$ cat src/rtl/tpu_job_sequencer.sv
// ---------------------------------------------------------------------------
// tpu_job_sequencer
//
// Sequences one job of up to 2^FIFO_ADDRSIZE weight tiles after a start pulse:
// for each tile it loads the weights, streams num_rows input vectors from the
// unified buffer and writes the skew-corrected result rows to the results
// SRAM. A PIPE_LAT-deep shift register tracks each UB read through the array
// so that its result row is written exactly PIPE_LAT cycles later.
//
// Optional feature macro: SEQ_PERF_CNT_EN (adds the cycle_count output).
//
// Ports:
//   clk, rst      clock; asynchronous active-high reset
//   start         job request pulse, sampled only in IDLE
//   src_base      UB address of row 0, tile 0
//   dst_base      results SRAM address of row 0, tile 0
//   num_rows      rows per tile (R)
//   num_tiles     tiles per job (T)
//   busy          high in every state except IDLE
//   done          one-cycle pulse at job end
//   ub_rd_en      UB read strobe
//   ub_addr       UB read address
//   w_addr        weight SRAM address (current tile index)
//   we_rl         weight reload strobe to the systolic array
//   res_we        results SRAM write enable
//   res_addr      results SRAM write address
//   cycle_count   busy cycles of the last job (SEQ_PERF_CNT_EN only)
// ---------------------------------------------------------------------------
module tpu_job_sequencer #(
    parameter int unsigned ADDRESSSIZE   = 10,
    parameter int unsigned FIFO_ADDRSIZE = 2,
    parameter int unsigned PIPE_LAT      = 32
) (
    input  logic                     clk,
    input  logic                     rst,
    input  logic                     start,
    input  logic [ADDRESSSIZE-1:0]   src_base,
    input  logic [ADDRESSSIZE-1:0]   dst_base,
    input  logic [ADDRESSSIZE-1:0]   num_rows,
    input  logic [FIFO_ADDRSIZE:0]   num_tiles,
    output logic                     busy,
    output logic                     done,
    output logic                     ub_rd_en,
    output logic [ADDRESSSIZE-1:0]   ub_addr,
    output logic [FIFO_ADDRSIZE-1:0] w_addr,
    output logic                     we_rl,
    output logic                     res_we,
    output logic [ADDRESSSIZE-1:0]   res_addr
`ifdef SEQ_PERF_CNT_EN
    ,
    output logic [15:0]              cycle_count
`endif
);

    localparam int unsigned AW    = ADDRESSSIZE;
    localparam int unsigned FW    = FIFO_ADDRSIZE;
    localparam int unsigned TW    = FIFO_ADDRSIZE + 1;
    // Wide enough for base + T*R + index without losing carries before truncation.
    localparam int unsigned SUM_W = ADDRESSSIZE + FIFO_ADDRSIZE + 2;
    // Phase counter covers both the FEED row index and the DRAIN countdown.
    localparam int unsigned CNT_W = (ADDRESSSIZE > ($clog2(PIPE_LAT) + 1)) ?
                                    ADDRESSSIZE : ($clog2(PIPE_LAT) + 1);

    typedef enum logic [2:0] {
        S_IDLE,
        S_LOAD_W,
        S_FEED,
        S_DRAIN,
        S_NEXT,
        S_DONE
    } state_t;

    state_t               state_q, state_d;
    logic [CNT_W-1:0]     sub_q, sub_d;
    logic [TW-1:0]        t_q, t_d;
    logic [SUM_W-1:0]     off_q, off_d;
    logic [AW-1:0]        j_q, j_d;
    logic [AW-1:0]        src_q, src_d;
    logic [AW-1:0]        dst_q, dst_d;
    logic [AW-1:0]        r_q, r_d;
    logic [TW-1:0]        nt_q, nt_d;
    logic [PIPE_LAT-1:0]  pipe_q, pipe_d;

    logic                 busy_q, busy_d;
    logic                 done_q, done_d;
    logic                 ub_rd_en_q, ub_rd_en_d;
    logic [AW-1:0]        ub_addr_q, ub_addr_d;
    logic [FW-1:0]        w_addr_q, w_addr_d;
    logic                 we_rl_q, we_rl_d;
    logic [AW-1:0]        res_addr_q, res_addr_d;
    logic                 res_we_q;

`ifdef SEQ_PERF_CNT_EN
    logic [15:0]          cc_q, cc_d;
`endif

    assign res_we_q = pipe_q[PIPE_LAT-1];

    // Next-state, counters and the registered-output values for the next cycle.
    always_comb begin
        state_d = state_q;
        sub_d   = sub_q;
        t_d     = t_q;
        off_d   = off_q;
        j_d     = j_q;
        src_d   = src_q;
        dst_d   = dst_q;
        r_d     = r_q;
        nt_d    = nt_q;

        unique case (state_q)
            S_IDLE: begin
                if (start) begin
                    src_d = src_base;
                    dst_d = dst_base;
                    r_d   = num_rows;
                    nt_d  = num_tiles;
                    t_d   = '0;
                    off_d = '0;
                    sub_d = '0;
                    j_d   = '0;
                    state_d = ((num_rows == '0) || (num_tiles == '0)) ? S_DONE : S_LOAD_W;
                end
            end
            S_LOAD_W: begin
                if (sub_q == '0) begin
                    sub_d = CNT_W'(1);
                end else begin
                    sub_d   = '0;
                    state_d = S_FEED;
                end
            end
            S_FEED: begin
                if ((sub_q + CNT_W'(1)) == CNT_W'(r_q)) begin
                    sub_d   = '0;
                    state_d = S_DRAIN;
                end else begin
                    sub_d = sub_q + CNT_W'(1);
                end
            end
            S_DRAIN: begin
                if (sub_q == CNT_W'(PIPE_LAT - 1)) begin
                    sub_d   = '0;
                    state_d = S_NEXT;
                end else begin
                    sub_d = sub_q + CNT_W'(1);
                end
            end
            S_NEXT: begin
                // Running t*R offset replaces a multiplier.
                t_d     = t_q + TW'(1);
                off_d   = off_q + SUM_W'(r_q);
                state_d = ((t_q + TW'(1)) == nt_q) ? S_DONE : S_LOAD_W;
            end
            S_DONE: begin
                state_d = S_IDLE;
            end
            default: begin
                state_d = S_IDLE;
            end
        endcase

        // Capture row counter: restarts per tile, advances after each write.
        if (state_d == S_LOAD_W) begin
            j_d = '0;
        end else if (res_we_q) begin
            j_d = j_q + AW'(1);
        end

        // Result-row tracker: each UB read emerges as a write PIPE_LAT cycles later.
        pipe_d = (pipe_q << 1) | PIPE_LAT'(ub_rd_en_q);

        busy_d     = (state_d != S_IDLE);
        done_d     = (state_d == S_DONE);
        we_rl_d    = (state_d == S_LOAD_W) && (sub_d == CNT_W'(1));
        ub_rd_en_d = (state_d == S_FEED);
        ub_addr_d  = '0;
        if (state_d == S_FEED) begin
            ub_addr_d = AW'(SUM_W'(src_d) + off_d + SUM_W'(sub_d));
        end
        w_addr_d   = (state_d != S_IDLE) ? t_d[FW-1:0] : '0;
        res_addr_d = '0;
        if (state_d != S_IDLE) begin
            res_addr_d = AW'(SUM_W'(dst_d) + off_d + SUM_W'(j_d));
        end

`ifdef SEQ_PERF_CNT_EN
        // Busy-cycle counter, cleared on an accepted start, saturating.
        cc_d = cc_q;
        if ((state_q == S_IDLE) && start) begin
            cc_d = '0;
        end else if (busy_q && (cc_q != 16'hFFFF)) begin
            cc_d = cc_q + 16'd1;
        end
`endif
    end

    // State and output registers.
    always_ff @(posedge clk or posedge rst) begin
        if (rst) begin
            state_q    <= S_IDLE;
            sub_q      <= '0;
            t_q        <= '0;
            off_q      <= '0;
            j_q        <= '0;
            src_q      <= '0;
            dst_q      <= '0;
            r_q        <= '0;
            nt_q       <= '0;
            pipe_q     <= '0;
            busy_q     <= 1'b0;
            done_q     <= 1'b0;
            ub_rd_en_q <= 1'b0;
            ub_addr_q  <= '0;
            w_addr_q   <= '0;
            we_rl_q    <= 1'b0;
            res_addr_q <= '0;
`ifdef SEQ_PERF_CNT_EN
            cc_q       <= '0;
`endif
        end else begin
            state_q    <= state_d;
            sub_q      <= sub_d;
            t_q        <= t_d;
            off_q      <= off_d;
            j_q        <= j_d;
            src_q      <= src_d;
            dst_q      <= dst_d;
            r_q        <= r_d;
            nt_q       <= nt_d;
            pipe_q     <= pipe_d;
            busy_q     <= busy_d;
            done_q     <= done_d;
            ub_rd_en_q <= ub_rd_en_d;
            ub_addr_q  <= ub_addr_d;
            w_addr_q   <= w_addr_d;
            we_rl_q    <= we_rl_d;
            res_addr_q <= res_addr_d;
`ifdef SEQ_PERF_CNT_EN
            cc_q       <= cc_d;
`endif
        end
    end

    assign busy     = busy_q;
    assign done     = done_q;
    assign ub_rd_en = ub_rd_en_q;
    assign ub_addr  = ub_addr_q;
    assign w_addr   = w_addr_q;
    assign we_rl    = we_rl_q;
    assign res_we   = res_we_q;
    assign res_addr = res_addr_q;
`ifdef SEQ_PERF_CNT_EN
    assign cycle_count = cc_q;
`endif

endmodule

$ cat config.mk
export PLATFORM = sky130hd
export DESIGN_NAME = tpu_job_sequencer
export DESIGN_NICKNAME = d
export VERILOG_FILES = /design/src/rtl/tpu_job_sequencer.sv
export SDC_FILE = /design/constraint.sdc
export NUM_CORES = 1
export LEC_CHECK = 0
export ABC_AREA = 0
export CORE_UTILIZATION = 38
export DETAILED_ROUTE_END_ITERATION = 16
export PLACE_DENSITY = 0.63
export SETUP_SLACK_MARGIN = 0.1
export SLEW_MARGIN = 20
export SYNTH_ARGS = -nofsm -noshare
export SYNTH_HDL_FRONTEND = slang
export SYNTH_SLANG_ARGS = --single-unit
$ cat constraint.sdc
create_clock -name clk -period 4.6 [get_ports clk]
set_input_delay 0.46 -clock clk [delete_from_list [all_inputs] [get_ports clk]]
set_output_delay 0.46 -clock clk [all_outputs]
set_load 0.03 [all_outputs]
Word level (Yosys, flattened, before mapping) --
Index checks and enable logic that the tools add are counted. Widths: inputs -> output; s select.
Word-level totals: memories kept 0, output and inout bits 27, bits in writable memories 0, word-level logic and storage cells 76, memory bits (read-only) 0, bits in latches 0, register bits after elaboration 131, input bits 36
Operators by class: mux-type cells 27, shifts and indexed selects 0, reduce and logical (&&, ||, !) cells 10, $add $sub $neg 8, order comparisons 0, bitwise logic cells 1, equality and inequality tests 12, $mul 0, div/mod/pow operators 0
Operators with widths (number):
- $mux 10 | 13
- $add 10x10->10 | 4
- $pmux 10 s4 | 1
- $or 32x1->32 | 1
- $pmux 14 s2 | 1
- $mux 3 | 7
- $add 10x1->10 const B | 2
- $logic_not 10->1 | 2
- $pmux 3 s5 | 1
- $add 14x10->14 | 1
- $mux 14 | 1
- $eq 10x1->1 const B | 1
- $eq 10x10->1 | 1
- $eq 10x5->1 const B | 1
- $eq 3x2->1 const B | 3
- $eq 3x1->1 const B | 2
- $eq 3x3->1 const B | 2
- $logic_not 3->1 | 2
- $pmux 3 s2 | 1
- $reduce_and 2->1 | 2
- $add 3x1->3 const B | 1
- $eq 3x3->1 | 1
- $reduce_bool 3->1 | 1
- $mux 2 | 1
- 5 further kinds | 5

Depth between registers and ports, before layout --
depth in word-level cells 9, mapped depth 21, mapped depth without buffers 20

Worst setup path after synthesis --
No wires, ideal clock.
path kind register to register, from register sub_q[5], to register res_addr_q[9] (netlist: res_addr[9]), data required time 4.470 ns, path buffers 1, cell stages (with the launch flop) 19, data arrival time 4.762 ns, period minus slack after synthesis 4.892 ns, library setup time 0.130 ns, slack -0.292 ns, cells stage by stage dfrtp_1 buf_6 or4_4 or4_4 o221ai_4 nor2_4 or3_1 fa_1 inv_1 ha_1 fa_1 a21oi_1 nor2_1 nor2_1 o21ai_0 o41ai_1 xor3_1 xnor2_1 nor2_1
On the way: word-level cells in the longest chain between the ends 8, elaborated cells between the ends (all ways) 13, those cells by class 2 x add/sub; 3 x eq/ne; 6 x mux; 2 x reduce/logical
Ends and longest elaborated chain:
- start: declaration | RTL line 74 | logic [CNT_W-1:0] sub_q, sub_d;
- start signal: assignment | RTL line 223 | sub_q <= sub_d;
- $add 10x1->10 | RTL line 134 | if ((sub_q + CNT_W'(1)) == CNT_W'(r_q)) begin
- $eq 10x10->1 | RTL line 134
- $mux 3 | RTL line 134
- $pmux 3 s5 (*) | RTL line 111 | unique case (state_q)
- net state_d[2] | RTL line 73 | state_t state_q, state_d;
- $eq 3x1->1 | RTL line 164 | if (state_d == S_LOAD_W) begin
- $mux 10 | RTL line 164
- $add 10x10->10 | RTL line 184 | res_addr_d = AW'(SUM_W'(dst_d) + off_d + SUM_W'(j_d));
- $mux 10 (*) | RTL line 183 | if (state_d != S_IDLE) begin
- net res_addr_d[9] | RTL line 90 | logic [AW-1:0] res_addr_q, res_addr_d;
- end signal: assignment | RTL line 238 | res_addr_q <= res_addr_d;
- end: declaration | RTL line 90
The timed path passes the listed nets; every way through them passes the cells marked *. A chain may end at the register's enable or synchronous reset.

Final worst setup path --
from register sub_q[7], to register res_addr_q[9] (netlist: res_addr[9])
Same word-level chain as after synthesis.

==> impl.org <==
** STA
- Setup violations remaining at the end of the flow were counted as 2.
- After layout, the worst setup slack is -279 ps.
- Slew Limit Headroom :: 0.486
- Setup repair after global routing missed its margin :: true
- Min Tclk post-route :: 4880 ps
- Final hold vios :: 0
- Of the available clock period, the critical path in the final layout requires 1.06.
- Max Transition Viols Final :: 0
- For this run, the top clock speed supported by timing is 205 MHz.
- For the pin with the worst max-slew slack, the measured transition is 771 ps.
- Setup Skew :: 9.99 ps

** Power and ir drop
- Worst voltage drop across the vdd grid :: 0.369 mV
- Total Power :: 6.66 mW
- In this run the power density over the cells is 702 nW/um^2.
- In this run the static leakage power is 4.40 nW.

** Worst hold path
- Startpoint of the tightest hold check path :: pipe_q[13]$_DFF_PP0_
- Worst hold path cell count :: 0
- In this run the worst hold path is classified as flip-flop to flip-flop.

** Routing
- Number of design rule violations left after detail routing :: 0
- The detail route stage leaves a number of antenna-violating nets equal to 0.
- The detailed router finished its first iteration with 336 violations.
- Dividing the detail-routed via count by the number of cells gives 5.12.
- The routed design has 18.4 mm of wire.
- The first detailed-routing pass took 5 iterations.
- Overall via count from detail_route :: 5572
- Routed length per placed instance :: 16.9 um

** Place
- Setup slack after placement :: -356 ps
- Summing all placed instances gives a cell area of 8610 sq um.
- The count of buffers added on input and output ports is 62.
- At the end of routability-driven placement, the weighted congestion stood at 0.892.
- Post-DP HPWL :: 13.8 mm

** Cells and area
- Area of all placed cells without fillers :: 9480 sq um
- ANT cells :: 0
- Layout cells sized above 1 :: 0.263
- Commonest non-fill, non-tap cells in the layout :: 122 x dfrtp_1, 109 x buf_4, 92 x nand2_1
- The layout has 1497 filler cells.
- Measured on the finished design, the core utilization comes to 0.543.
- Commonest non-fill, non-tap cell in the layout :: dfrtp_1
- Compared with the post-synthesis result, the final layout area differs by 37.8%.
- Post-layout nets :: 937

** Clocking
- In this run the number of H-tree levels came out at 4.
- Clock tree from TritonCTS :: built
- Clock-pin slew was measured on the worst setup and hold paths at 60 ps.
- Latest clock arrival within the worst-skew pair :: 430 ps
- Clock root buffer :: clkbuf_16
- Buffers inserted during clock tree synthesis total 17.
- After clock tree synthesis, the flow added hold-fix buffers numbering 0.
- Clock Tree Buf Depth :: 2
- CTS saw 127 sinks.

** Synth
- The number of different library cells used by synthesis comes to 69.
- During synthesis, Yosys emitted a total of 0 warnings.
- Number of instances in the synthesized netlist :: 681
- Number of nets produced by synthesis :: 767
- Sequential-to-total area share from yosys stat :: 0.462
- Synth Register Bits :: 127
- Post-synth top flop :: dfrtp_1
- For this run, asynchronously set or reset flops after synthesis account for 1.00.
- In this run the mean area of a mapped cell was 10.1 sq um.
- Post-synth EDFFs :: 0
- After synthesis the cells add up to 6880 sq um.

** Worst setup path
- Critical path type :: flip-flop to flip-flop
- CP max-delay cell :: or4_4
- In this run the critical register-to-register path is launched from sub_q[7]$_DFF_PP0_.
- Launching element type of the critical path :: flip-flop
- In this design, the stage delay of the slowest critical-path cell is 510 ps.
- Worst-path cell chain :: buf_6, or4_4, or4_4, buf_6, o221ai_4, nor2_4, or3_4, fa_1, inv_2, ha_4, fa_2, a21oi_2, nor2_1, nor2_2, o21ai_2, o41ai_2, xor3_1, xnor2_1, nor2_2
- STA classifies the critical path endpoint as a flip-flop.
- For the worst setup path, the data required time is 4890 ps.
- Maximum fanout along the worst path :: 3
- The most critical setup path has its startpoint at sub_q[7]$_DFF_PP0_.
- Depth of the worst register-to-register path :: 19
- STA puts the critical path data arrival time at 5170 ps.

** Floorplanning
- The initialized floorplan defines 48 standard-cell rows.
- The die covers 18600 sq um.
- In this run the horizontal extent of the chip is 137 um.
- For this configuration, the core starts out at a cell density of 0.394.
- Measured along the y axis, the die boundary spans 137 um.
- For this design the top-level I/O count stands at 63.
- Core Region :: 17500 sq um

** Global routing
- Grt ovf :: 0
- Via count of the first global-routing pass :: 5671
- Wire length of the first global-routing pass :: 29.3 mm
- Overall fraction of global-route tracks in use :: 0.212
- The number of antenna violations at the first check in global routing is 0.
- Largest net degree at the start of global routing :: 81

** Status
- Violations in the final reports :: negative setup slack
- Run status :: finished, violations left

** Job
- Number of maximum-capacitance violations :: 0
[report_power, final]
part	switching (mW)	internal, mW
Combinational	1.85	1.68
Sequential	0.252	1.57
Clock	0.543	0.765
[critical path: cells and delay by family (launching register included)]
family | cells | cell delay [ps]
AO/OA/AOI/OAI | 4 | 730
XOR/XNOR | 2 | 540
adder cells (fa/ha/maj) | 3 | 1030
buffers and inverters | 3 | 330
flip-flops | 1 | 420
AND/OR/NAND/NOR | 7 | 1680
[Yosys cell counts (5+ instances only)]
library cell / instances / area share
a211oi_1: 5 / 0.0055
a21o_1: 7 / 0.0076
a21oi_1: 28 / 0.020
a22o_1: 9 / 0.011
and2_1: 5 / 0.0045
clkbuf_1: 18 / 0.0098
dfrtp_1: 127 / 0.46
fa_1: 21 / 0.061
ha_1: 29 / 0.053
inv_1: 75 / 0.041
mux2_2: 5 / 0.0082
mux2i_1: 17 / 0.025
nand2_1: 95 / 0.052
nand2b_1: 5 / 0.0045
nand3_1: 20 / 0.015
nand4_1: 5 / 0.0045
nor2_1: 38 / 0.021
nor2b_1: 7 / 0.0064
nor3_1: 12 / 0.0087
o21ai_0: 19 / 0.014
o21bai_1: 8 / 0.0087
o31ai_1: 6 / 0.0065
or2_2: 5 / 0.0045
or3_1: 5 / 0.0045
xnor2_1: 25 / 0.032
xor2_1: 13 / 0.017
[flip-flops by register name, summed over array words and instances (netlist names), 2 cells and up]
signal / flops
pipe_q: 32
dst_q: 10
j_q: 10
off_q: 10
r_q: 10
res_addr: 10
src_q: 10
sub_q: 10
ub_addr: 10
nt_q: 3
state_q: 3
t_q: 3
w_addr: 2
[layer usage]
layer,track usage,part of all wire,vias to the layer above
met5,0,0,-
met4,0.0938,0.031,0
met3,0.0441,0.043,38
met2,0.343,0.49,133
met1,0.273,0.43,2772
li1,-,-,2629
[kinds of logic after synthesis]
family | after synthesis | share of synthesized area
adder cells (fa/ha/maj) | 50 | 0.114
buffers and inverters | 102 | 0.0591
flip-flops | 127 | 0.462
AND/OR/NAND/NOR | 226 | 0.161
XOR/XNOR | 40 | 0.0551
multiplexers | 22 | 0.0329
AO/OA/AOI/OAI | 114 | 0.116
[worst paths after layout]
| check | end | slack (ps) |
|---|---|---|
| worst max-delay path | res_addr[9]$_DFF_PP0_ | -280 |
| worst min register to register | pipe_q[14]$_DFF_PP0_ | 350 |
| worst max register to register | res_addr[9]$_DFF_PP0_ | -280 |
| max in group asynchronous | sub_q[2]$_DFF_PP0_ | 3340 |
| min in group asynchronous | r_q[5]$_DFFE_PP0P_ | 560 |
| worst min-delay path | pipe_q[14]$_DFF_PP0_ | 350 |
[stage by stage]
step	TNS (ps)	std cells	hold slack [ps]
finish	-509	1088	347
global route	-926	1088	351
CTS	-360	1084	349
detailed placement	-630	1047	335
global placement	-546	1047	332
floorplan	0	681	331
[timing repair]
| action | in CTS | in global routing |
|---|---|---|
| setup buffers | 6 | 5 |
| resized for setup | 35 | 17 |
| pin swaps | 15 | 11 |
| setup endpoints to repair | 3 | 4 |
[cell type report]
| cell class | count | area (sq um) | share of cell area |
|---|---|---|---|
| clock buffers | 18 | 439 | 0.0463 |
| clock inverters | 13 | 130 | 0.0137 |
| inverters | 75 | 287 | 0.0302 |
| multi-input cells | 452 | 3630 | 0.383 |
| flip-flops and latches | 127 | 3180 | 0.336 |
| well taps | 225 | 282 | 0.0297 |
| repair buffers | 178 | 1530 | 0.161 |
Power figures use the tool's default switching activity.
